**src/rtl/kernel_config_ctrl_pkg.sv**
```systemverilog
// Shared definitions for the kernel configuration controller: filter codes,
// preset kernels/divisors, the committed-config record and the entry FSM states.
package kernel_cfg_pkg;

    localparam int unsigned COEF_W_DEF = 3;
    localparam int unsigned NTAPS_DEF  = 9;
    localparam int unsigned DIV_W_DEF  = 7;
    localparam int unsigned KERN_W_DEF = COEF_W_DEF * NTAPS_DEF;

    localparam logic [2:0] FLT_ID     = 3'd0;
    localparam logic [2:0] FLT_INV    = 3'd1;
    localparam logic [2:0] FLT_BLUR   = 3'd2;
    localparam logic [2:0] FLT_BRIGHT = 3'd3;
    localparam logic [2:0] FLT_CUST   = 3'd4;

    // Taps are listed tap 8 first so tap 0 lands in the low bits.
    localparam logic [KERN_W_DEF-1:0] KERN_IDENTITY =
        {3'd0, 3'd0, 3'd0, 3'd0, 3'd1, 3'd0, 3'd0, 3'd0, 3'd0};
    localparam logic [KERN_W_DEF-1:0] KERN_BLUR =
        {3'd1, 3'd2, 3'd1, 3'd2, 3'd4, 3'd2, 3'd1, 3'd2, 3'd1};
    localparam logic [KERN_W_DEF-1:0] KERN_BRIGHT =
        {3'd0, 3'd0, 3'd0, 3'd0, 3'd3, 3'd0, 3'd0, 3'd0, 3'd0};

    localparam logic [DIV_W_DEF-1:0] DIV_ONE    = 7'd1;
    localparam logic [DIV_W_DEF-1:0] DIV_BLUR   = 7'd16;
    localparam logic [DIV_W_DEF-1:0] DIV_BRIGHT = 7'd2;

    typedef enum logic [1:0] {
        ST_PRESET = 2'd0,
        ST_ENTRY  = 2'd1,
        ST_READY  = 2'd2
    } cfg_state_e;

    typedef struct packed {
        logic [KERN_W_DEF-1:0] kernel;
        logic [DIV_W_DEF-1:0]  divide;
        logic                  invert;
    } cfg_t;

    localparam cfg_t CFG_RESET = '{kernel: KERN_IDENTITY, divide: DIV_ONE, invert: 1'b0};

    // Filter codes 5-7 fall through to identity.
    function automatic cfg_t preset_cfg(input logic [2:0] filter);
        cfg_t c;
        c = CFG_RESET;
        case (filter)
            FLT_INV:    c.invert = 1'b1;
            FLT_BLUR:   begin c.kernel = KERN_BLUR;   c.divide = DIV_BLUR;   end
            FLT_BRIGHT: begin c.kernel = KERN_BRIGHT; c.divide = DIV_BRIGHT; end
            default:    ;
        endcase
        return c;
    endfunction

endpackage

```
**src/rtl/kernel_config_ctrl_if.sv**
```systemverilog
// Switch/button inputs and committed datapath configuration of kernel_config_ctrl.
interface kernel_config_ctrl_if #(
    parameter int unsigned COEF_W = 3,
    parameter int unsigned NTAPS  = 9,
    parameter int unsigned DIV_W  = 7
);
    logic [2:0]              filter;
    logic [COEF_W-1:0]       k_in;
    logic                    store;
    logic                    div;
    logic                    frame_start;
    logic [NTAPS*COEF_W-1:0] kernel_out;
    logic [DIV_W-1:0]        divide_out;
    logic                    invert_out;
    logic                    cfg_update;
    logic [NTAPS-1:0]        led_store;
    logic                    led_display;

    modport slave (
        input  filter, k_in, store, div, frame_start,
        output kernel_out, divide_out, invert_out, cfg_update, led_store, led_display
    );

    modport master (
        output filter, k_in, store, div, frame_start,
        input  kernel_out, divide_out, invert_out, cfg_update, led_store, led_display
    );
endinterface

```
**src/rtl/kernel_config_ctrl_button_debounce.sv**
```systemverilog
// Button conditioner: 2-FF synchronizer, optional debounce (STORE_DEBOUNCE_EN),
// and a registered one-cycle pulse per rising edge.
module button_debounce #(
    parameter int unsigned DEBOUNCE_CYCLES = 250000
) (
    input  logic clk,
    input  logic rst_n,
    input  logic btn,
    output logic pulse
);
    logic sync1_q, sync1_d;
    logic sync2_q, sync2_d;
    logic prev_q, prev_d;
    logic pulse_q, pulse_d;
    logic level;

`ifdef STORE_DEBOUNCE_EN
    localparam int unsigned CNT_W = (DEBOUNCE_CYCLES > 1) ? $clog2(DEBOUNCE_CYCLES) : 1;

    logic [CNT_W-1:0] cnt_q, cnt_d;
    logic             db_q, db_d;

    // Level follows the synchronized input only after it has differed for
    // DEBOUNCE_CYCLES consecutive cycles; agreeing again restarts the count.
    always_comb begin
        db_d  = db_q;
        cnt_d = '0;
        if (sync2_q != db_q) begin
            if (cnt_q == CNT_W'(DEBOUNCE_CYCLES - 1)) begin
                db_d = sync2_q;
            end else begin
                cnt_d = cnt_q + CNT_W'(1);
            end
        end
    end

    always_ff @(posedge clk or negedge rst_n) begin
        if (!rst_n) begin
            cnt_q <= '0;
            db_q  <= 1'b0;
        end else begin
            cnt_q <= cnt_d;
            db_q  <= db_d;
        end
    end

    assign level = db_q;
`else
    assign level = sync2_q;
`endif

    always_comb begin
        sync1_d = btn;
        sync2_d = sync1_q;
        prev_d  = level;
        pulse_d = level & ~prev_q;
    end

    always_ff @(posedge clk or negedge rst_n) begin
        if (!rst_n) begin
            sync1_q <= 1'b0;
            sync2_q <= 1'b0;
            prev_q  <= 1'b0;
            pulse_q <= 1'b0;
        end else begin
            sync1_q <= sync1_d;
            sync2_q <= sync2_d;
            prev_q  <= prev_d;
            pulse_q <= pulse_d;
        end
    end

    assign pulse = pulse_q;
endmodule

```
**src/rtl/kernel_config_ctrl.sv**
```systemverilog
// Kernel configuration controller: preset decode, custom-kernel entry FSM and
// frame-aligned commit. Store-button debounce is enabled by STORE_DEBOUNCE_EN.
module kernel_config_ctrl
    import kernel_cfg_pkg::*;
#(
    parameter int unsigned COEF_W          = COEF_W_DEF,
    parameter int unsigned NTAPS           = NTAPS_DEF,
    parameter int unsigned DIV_W           = DIV_W_DEF,
    parameter int unsigned DEBOUNCE_CYCLES = 250000
) (
    input logic                 clk,
    input logic                 rst,
    kernel_config_ctrl_if.slave bus
);
    localparam int unsigned IDX_W = $clog2(NTAPS);
    localparam int unsigned SUM_W = 6;

    logic                         store_pulse;
    cfg_state_e                   state_q, state_d;
    logic [IDX_W-1:0]             idx_q, idx_d;
    logic [NTAPS-1:0][COEF_W-1:0] custom_q, custom_d;
    logic [NTAPS-1:0]             led_store_q, led_store_d;
    logic [SUM_W-1:0]             coef_sum;
    logic [DIV_W-1:0]             cust_div;
    cfg_t                         pend_q, pend_d;
    cfg_t                         out_q, out_d;
    logic                         cfg_update_q, cfg_update_d;

    button_debounce #(
        .DEBOUNCE_CYCLES(DEBOUNCE_CYCLES)
    ) u_store_db (
        .clk  (clk),
        .rst_n(rst),
        .btn  (bus.store),
        .pulse(store_pulse)
    );

    // Leaving filter 4 overrides everything, so a capture on that cycle is dropped.
    always_comb begin
        state_d     = state_q;
        idx_d       = idx_q;
        custom_d    = custom_q;
        led_store_d = led_store_q;
        if (bus.filter != FLT_CUST) begin
            state_d     = ST_PRESET;
            idx_d       = '0;
            led_store_d = '0;
        end else begin
            unique case (state_q)
                ST_PRESET: begin
                    state_d     = ST_ENTRY;
                    idx_d       = '0;
                    led_store_d = '0;
                    custom_d    = '0;
                end
                ST_ENTRY: begin
                    if (store_pulse) begin
                        custom_d[idx_q]    = bus.k_in;
                        led_store_d[idx_q] = 1'b1;
                        if (idx_q == IDX_W'(NTAPS - 1)) begin
                            state_d = ST_READY;
                        end else begin
                            idx_d = idx_q + IDX_W'(1);
                        end
                    end
                end
                ST_READY: ;
                default:  state_d = ST_PRESET;
            endcase
        end
    end

    always_comb begin
        coef_sum = '0;
        for (int unsigned i = 0; i < NTAPS; i++) begin
            coef_sum = coef_sum + SUM_W'(custom_q[i]);
        end
        cust_div = (bus.div && (coef_sum != '0)) ? DIV_W'(coef_sum) : DIV_W'(1);

        pend_d = CFG_RESET;
        if (bus.filter != FLT_CUST) begin
            pend_d = preset_cfg(bus.filter);
        end else if (state_q == ST_READY) begin
            pend_d.kernel = custom_q;
            pend_d.divide = cust_div;
        end
    end

    // Commit takes the pending value registered before this edge, so a pending
    // change landing on a frame_start cycle waits for the following frame.
    always_comb begin
        out_d        = out_q;
        cfg_update_d = 1'b0;
        if (bus.frame_start) begin
            out_d        = pend_q;
            cfg_update_d = (pend_q != out_q);
        end
    end

    always_ff @(posedge clk or negedge rst) begin
        if (!rst) begin
            state_q      <= ST_PRESET;
            idx_q        <= '0;
            custom_q     <= '0;
            led_store_q  <= '0;
            pend_q       <= CFG_RESET;
            out_q        <= CFG_RESET;
            cfg_update_q <= 1'b0;
        end else begin
            state_q      <= state_d;
            idx_q        <= idx_d;
            custom_q     <= custom_d;
            led_store_q  <= led_store_d;
            pend_q       <= pend_d;
            out_q        <= out_d;
            cfg_update_q <= cfg_update_d;
        end
    end

    assign bus.kernel_out  = out_q.kernel;
    assign bus.divide_out  = out_q.divide;
    assign bus.invert_out  = out_q.invert;
    assign bus.cfg_update  = cfg_update_q;
    assign bus.led_store   = led_store_q;
    assign bus.led_display = (state_q == ST_READY);
endmodule

```
**src/flat_wrapper.sv**
```systemverilog
// flat-port wrapper written by rule: the top's interface ports become plain ports
module kernel_config_ctrl_flat import kernel_cfg_pkg::*;
#(
    parameter int unsigned COEF_W          = COEF_W_DEF,
    parameter int unsigned NTAPS           = NTAPS_DEF,
    parameter int unsigned DIV_W           = DIV_W_DEF,
    parameter int unsigned DEBOUNCE_CYCLES = 250000
)
  (clk, rst, bus_filter, bus_k_in, bus_store, bus_div, bus_frame_start, bus_kernel_out, bus_divide_out, bus_invert_out, bus_cfg_update, bus_led_store, bus_led_display);
  kernel_config_ctrl_if #(.COEF_W(COEF_W), .NTAPS(NTAPS), .DIV_W(DIV_W)) bus_i ();
  input logic clk;
  input logic rst;
  input wire logic [$bits(bus_i.filter)-1:0] bus_filter;
  input wire logic [$bits(bus_i.k_in)-1:0] bus_k_in;
  input wire logic [$bits(bus_i.store)-1:0] bus_store;
  input wire logic [$bits(bus_i.div)-1:0] bus_div;
  input wire logic [$bits(bus_i.frame_start)-1:0] bus_frame_start;
  output wire logic [$bits(bus_i.kernel_out)-1:0] bus_kernel_out;
  output wire logic [$bits(bus_i.divide_out)-1:0] bus_divide_out;
  output wire logic [$bits(bus_i.invert_out)-1:0] bus_invert_out;
  output wire logic [$bits(bus_i.cfg_update)-1:0] bus_cfg_update;
  output wire logic [$bits(bus_i.led_store)-1:0] bus_led_store;
  output wire logic [$bits(bus_i.led_display)-1:0] bus_led_display;
  assign bus_i.filter = bus_filter;
  assign bus_i.k_in = bus_k_in;
  assign bus_i.store = bus_store;
  assign bus_i.div = bus_div;
  assign bus_i.frame_start = bus_frame_start;
  assign bus_kernel_out = bus_i.kernel_out;
  assign bus_divide_out = bus_i.divide_out;
  assign bus_invert_out = bus_i.invert_out;
  assign bus_cfg_update = bus_i.cfg_update;
  assign bus_led_store = bus_i.led_store;
  assign bus_led_display = bus_i.led_display;
  kernel_config_ctrl #(.COEF_W(COEF_W), .NTAPS(NTAPS), .DIV_W(DIV_W), .DEBOUNCE_CYCLES(DEBOUNCE_CYCLES)) u_core (.clk(clk), .rst(rst), .bus(bus_i));
endmodule
```
**config.mk**
```make
export PLATFORM = sky130hd
export DESIGN_NAME = kernel_config_ctrl_flat
export DESIGN_NICKNAME = d
export VERILOG_FILES = /design/src/rtl/kernel_config_ctrl_pkg.sv /design/src/rtl/kernel_config_ctrl_if.sv /design/src/rtl/kernel_config_ctrl_button_debounce.sv /design/src/rtl/kernel_config_ctrl.sv /design/src/flat_wrapper.sv
export SDC_FILE = /design/constraint.sdc
export NUM_CORES = 1
export LEC_CHECK = 0
export ABC_CLOCK_PERIOD_IN_PS = 4310
export CELL_PAD_IN_SITES_DETAIL_PLACEMENT = 0
export CELL_PAD_IN_SITES_GLOBAL_PLACEMENT = 1
export CORE_MARGIN = 2
export CORE_UTILIZATION = 46
export CTS_CLUSTER_DIAMETER = 120
export DETAILED_ROUTE_END_ITERATION = 8
export DONT_BUFFER_PORTS = 1
export HOLD_SLACK_MARGIN = 0.12
export PLACE_DENSITY = 0.72
export SKIP_LAST_GASP = 1
export SYNTH_ARGS = -nofsm -noshare
export SYNTH_HDL_FRONTEND = slang
export SYNTH_SLANG_ARGS = --single-unit
export TNS_END_PERCENT = 20
```
**constraint.sdc**
```tcl
create_clock -name clk -period 4.31 [get_ports clk]
set_input_delay 0.862 -clock clk [delete_from_list [all_inputs] [get_ports clk]]
set_output_delay 0.862 -clock clk [all_outputs]
set_load 0.03 [all_outputs]
```
# Yosys cells after proc, flatten, opt, wreduce, memory -nomap -nowiden
# Index checks and enable logic that the tools add are counted.
[totals] regBits=117 inputBits=11 output_inout_bits=46 wordCells=86
[op_classes] n_addsub=9 n_lt_le_gt_ge=2 eq_ne=13 muxes=25 bitwise_logic=4 reduce_logical=10
[op_table] op="34-bit 2-to-1 mux" count=2
[op_table] op="32-bit case mux with 2 select lines" count=1
[op_table] op="27-bit case mux with 2 select lines" count=1
[op_table] op="6-bit by 3-bit adder with 6-bit output" count=7
[op_table] op="35-bit != test" count=1
[op_table] op="27-bit bitwise mux" count=1
[op_table] op="27-bit 2-to-1 mux" count=1
[op_table] op="9-bit 2-to-1 mux" count=2
[op_table] op="9-bit case mux with 2 select lines" count=1
[op_table] op="3-bit demux with 4-bit select" count=1
[op_table] op="4-bit 2-to-1 mux" count=3
[op_table] op="9-bit OR" count=1
[op_table] op="3-bit AND reduction" count=3
[op_table] op="4-bit case mux with 2 select lines" count=1
[op_table] op="3-bit by 2-bit equality test with 1-bit output, second input constant" count=2
[op_table] op="2-bit 2-to-1 mux" count=3
[op_table] op="6-bit 2-to-1 mux" count=1
[op_table] op="3-bit by 2-bit != test with 1-bit output, second input constant" count=2
[op_table] op="2-bit case mux with 3 select lines" count=1
[op_table] op="6-bit nonzero test" count=1
[op_table] op="4-bit by 5-bit < comparator with 1-bit output, second input constant" count=1
[op_table] op="3-bit by 3-bit adder with 4-bit output" count=1
[op_table] op="4-bit by 1-bit adder with 4-bit output, second input constant" count=1
[op_table] op="1-bit demux with 4-bit select" count=1
[op_table] op="other kinds (18)" count=23

# Depth between registers and ports, before layout
[depth] ltp_word=13 ltp_mapped=18 depth_no_buf=18

# Cells and area by module
# From an unflattened synthesis, not the netlist that was laid out.
[unflattened] cells_unflattened=453 area_unflattened_um2=5462.7
[modules_own_cells] module="kernel_config_ctrl" instances=1 cells_each=448 area_per_inst_um2=5348.9 seq_area_each_um2=2782.7
[modules_own_cells] module="button_debounce" instances=1 cells_each=5 area_per_inst_um2=113.9 seq_area_each_um2=100.1

# Least setup slack after synthesis
# Ideal clock, no wire load.
[synth_path] kind="reg2reg" start="register u_core.custom_q[0] (netlist name)" end="register u_core.pend_q[1] (netlist name)" setup_ns=0.082 arrival_time_ns=4.349 required_time_ns=4.228 slack_ns=-0.120 stages_incl_launch_ff=19 n_path_buf=0 synth_period_minus_slack_ns=4.430 cell_sequence="dfrtp_1 -> ha_1 -> fa_1 -> xor2_1 -> fa_1 -> inv_1 -> fa_1 -> inv_1 -> fa_1 -> inv_1 -> fa_1 -> inv_1 -> ha_1 -> inv_1 -> fa_1 -> xor2_1 -> nand3_1 -> nor3_1 -> o31a_1"
[synth_lines] element="from (decl)" line="kernel_config_ctrl.sv:21" text="logic [NTAPS-1:0][COEF_W-1:0] custom_q, custom_d;"
[synth_lines] element="from (signal assigned)" line="kernel_config_ctrl.sv:112" text="custom_q <= custom_d;"
[synth_lines] element="to (signal assigned)" line="kernel_config_ctrl.sv:114" text="pend_q <= pend_d;"
[synth_lines] element="to (decl)" line="kernel_config_ctrl.sv:25" text="cfg_t pend_q, pend_d;"

==> metrics.md <==
| Metric | Value |
|---|---|
| Antenna diode count | `0` |
| Mean Syn Cell Area | `between 10 and 15 sq um` |
| Post-CTS setup buffer count | `0` |
| Worst-path clk slew | `~0.05 ns` |
| Peak supply drop | `between 0.3 and 0.4 mV` |
| Buf/Inv on CP | `5` |
| Crit path capture type | `flip-flop` |
| Worst path cell trace | `ha_2 > fa_2 > xor2_1 > fa_1 > inv_1 > fa_1 > inv_1 > fa_1 > inv_1 > fa_1 > inv_1 > ha_2 > inv_2 > fa_2 > nand3_2 > nor3_2 > o31a_1` |
| Share of post-route cells with drive strength above 1 | `0.210` |
| FF+latch count, synth | `approximately 120` |
| Slowest cell delay on critical path | `0.54 ns` |
| Vias in the first global route | `3562` |
| Core ar. | `about 11000 sq um` |
| Pwr/cell area | `about 410 nW/um^2` |
| Relative slew slack | `0.467` |
| Worst-margin pin slew | `just under 0.8 ns` |
| Routed Antenna Nets | `0` |
| Worst Path Required | `between 4 and 5 ns` |
| Setup Viol. Count Final | `1` |
| Layout Nets | `between 500 and 600` |
| I/O pin cnt | `57` |
| Largest net degree at the start of global routing | `about 120` |
| DRC viols | `0` |
| Ys async rst share | `1.00` |
| CP max-delay cell | `fa_2` |
| Pre-CTS WS | `-0.168 ns` |
| Final Non-Filler Cells | `~630` |
| Total gr overflow | `0` |
| Fin area | `~6200 sq um` |
| Overall power | `2.54 mW` |
| Fin worst setup slack | `-0.129 ns` |
| Fin crit share | `1.03` |
| Setup_tns | `-0.129 ns` |
| Status | `complete, but fails checks` |
| R2R cell count | `17` |
| Clk Latency, worst-skew pair | `about 0.41 ns` |
| # H-tree levels | `4` |
| Ys Warns | `0` |
| Root Driver | `clkbuf_16` |
| Final core occ | `0.541` |
| Dpl hpwl | `approximately 8 mm` |
| Total Wirelength | `about 11 mm` |
| Worst path top cell family by delay | `adder cells` |
| GRT Util Overall | `0.195` |
| Initial core utilization | `0.474` |
| Core Rows | `39` |
| Fmax | `~0.23 GHz` |
| Fin crit period | `approximately 4.4 ns` |
| Placed Cells | `about 600` |
| Die area | `12700 sq um` |
| Syn Nets | `around 500` |
| Failing checks | `negative setup slack` |
| Crit path max fanout | `2` |
| Cell variety after synth | `40` |
| Sequential area share after synthesis | `0.531` |
| Max Root-Sink Buffers | `2` |
| Die X | `roughly 110 microns` |
| Vias | `3322` |
| R2R Setup Slk | `-0.13 ns` |
| Post-synth EDFFs | `0` |
| Chip height | `between 100 and 150 microns` |
| Vias per cell | `5.28` |
| Pre-antenna DRT Iters | `4` |
| Synthesized cell area | `5430 sq um` |
| Main synth FF type | `dfrtp_1` |
| Unrepaired setup endpoints after global routing | `yes` |
| Number of buffers created by CTS | `17` |
| IO buf count | `0` |
| First-pass GRT wire length | `18.6 mm` |
| Synthesis-to-finish area growth | `14.3%` |
| Area after DPL | `~5600 sq um` |
| Worst Hold Class | `input pin to asynchronous set/reset pin` |
| Crit path arrival time | `~4.8 ns` |
| Hold slack | `between 0.1 and 0.15 ns` |
| Clk_skew | `approximately 0.0046 ns` |
| Max-Cap Viols | `0` |
| Leakage | `a little over 3 nW` |
| CTS Hold Buffers Added | `0` |
| Type of the worst setup path | `flip-flop to flip-flop` |
| Fin. max-slew vios | `0` |
| Iter 0 DRT Violations | `roughly 150` |
| RR Startpoint | `u_core.custom_q[3]` |
| Clock sink total | `115` |
| Initial antenna violation count | `0` |
| Syn Inst Count | `around 460` |
| Placer Congestion | `slightly below 0.8` |
| Worst r2r dst | `u_core.pend_q[1]` |
| Wire length per cell | `about 18 microns` |
| Worst Setup Start Kind | `flip-flop` |
| Final hold violations | `0` |
| CTS tree | `built` |
==> power breakdown <==
group / internal (mW) / switching (mW) / leakage [nW]
Combinational: 0.0424 / 0.0460 / 1.23
Clock: 0.875 / 0.441 / 0.276
Sequential: 1.10 / 0.0369 / 1.57
==> registers in the layout (all words and copies together) (netlist names), 2 cells and up <==
signal	flops
u_core.bus.kernel_out	27
u_core.bus.led_store	9
u_core.state_q	2
u_core.pend_q	34
u_core.bus.divide_out	6
u_core.idx_q	4
u_core.custom_q	27
==> cells in the mapped netlist, types with 15 or more instances <==
| library cell | n | area, sq um |
|---|---|---|
| xnor2_1 | 24 | 210 |
| mux2_2 | 34 | 383 |
| xor2_1 | 16 | 140 |
| dfrtp_1 | 111 | 2780 |
| and3_1 | 18 | 113 |
| nor2_1 | 20 | 75.1 |
| o21ai_2 | 17 | 149 |
| inv_1 | 35 | 131 |
| o21ai_0 | 16 | 80.1 |
| fa_1 | 18 | 360 |
| ha_1 | 15 | 188 |
| nand2_1 | 41 | 154 |
==> layer usage <==
metal  GRT usage  vias up  share of wire
li1            -     1568              -
met1       0.245     1669           0.44
met2       0.305       71           0.48
met3      0.0729       14          0.057
met4      0.0797        0          0.021
met5           0        -              0
==> worst reg2reg max path: stages (launching register included) <==
cell and delay (ns):
dfrtp_1 0.38, ha_2 0.20, fa_2 0.35, xor2_1 0.18, fa_1 0.50, inv_1 0.05
fa_1 0.48, inv_1 0.06, fa_1 0.51, inv_1 0.05, fa_1 0.43, inv_1 0.07
ha_2 0.18, inv_2 0.04, fa_2 0.54, nand3_2 0.09, nor3_2 0.13, o31a_1 0.14
==> cells in the final DEF (no fill, tap or decap), types with 3 or more instances in the layout <==
cell	count
clkinv_2	4
dfstp_2	4
nand3_1	3
nor4_1	4
buf_4	9
inv_1	34
o21ai_2	17
a21o_1	12
nand2_1	41
nand4_1	6
xnor2_1	24
nor3b_1	4
and3_1	18
xor2_1	15
o21ai_0	16
ha_1	13
a21oi_1	12
nor2_1	20
and2_1	7
clkbuf_1	7
nor2b_1	3
dfrtp_1	111
fa_1	16
clkbuf_16	17
o21ai_1	7
mux2_2	34
==> worst max-delay path by stage <==
stage                             from          endpoint  cells past startpoint
finish              u_core.custom_q[3]  u_core.pend_q[1]                     17
global route        u_core.custom_q[3]  u_core.pend_q[1]                     18
CTS                 u_core.custom_q[3]  u_core.pend_q[1]                     18
detailed placement  u_core.custom_q[0]  u_core.pend_q[1]                     18
global placement    u_core.custom_q[3]  u_core.pend_q[1]                     18
floorplan           u_core.custom_q[3]  u_core.pend_q[1]                     18
==> cell type report <==
| cell class | instances | area (sq um) |
|---|---|---|
| clock inverters | 6 | 80.1 |
| inverters | 35 | 131 |
| repair buffers | 9 | 67.6 |
| fillers | 970 | 5260 |
| multi-input cells | 295 | 2390 |
| well taps | 143 | 179 |
| clock buffers | 26 | 479 |
| flip-flops and latches | 115 | 2880 |
==> repair_timing <==
action / CTS / global route
gates resized for setup: 1 / 0
setup endpoints to repair: 2 / 4
pin swaps: 0 / 1
==> kinds of logic after synthesis <==
| group | count (synthesis) | share of synthesized area |
|---|---|---|
| XOR/XNOR | 40 | 0.0645 |
| buffers and inverters | 47 | 0.0348 |
| flip-flops | 115 | 0.531 |
| other | 1 | 0.000691 |
| multiplexers | 34 | 0.0705 |
| AO/OA/AOI/OAI | 69 | 0.0862 |
| AND/OR/NAND/NOR | 118 | 0.112 |
| adder cells (fa/ha/maj) | 33 | 0.101 |
Power figures use the tool's default switching activity.
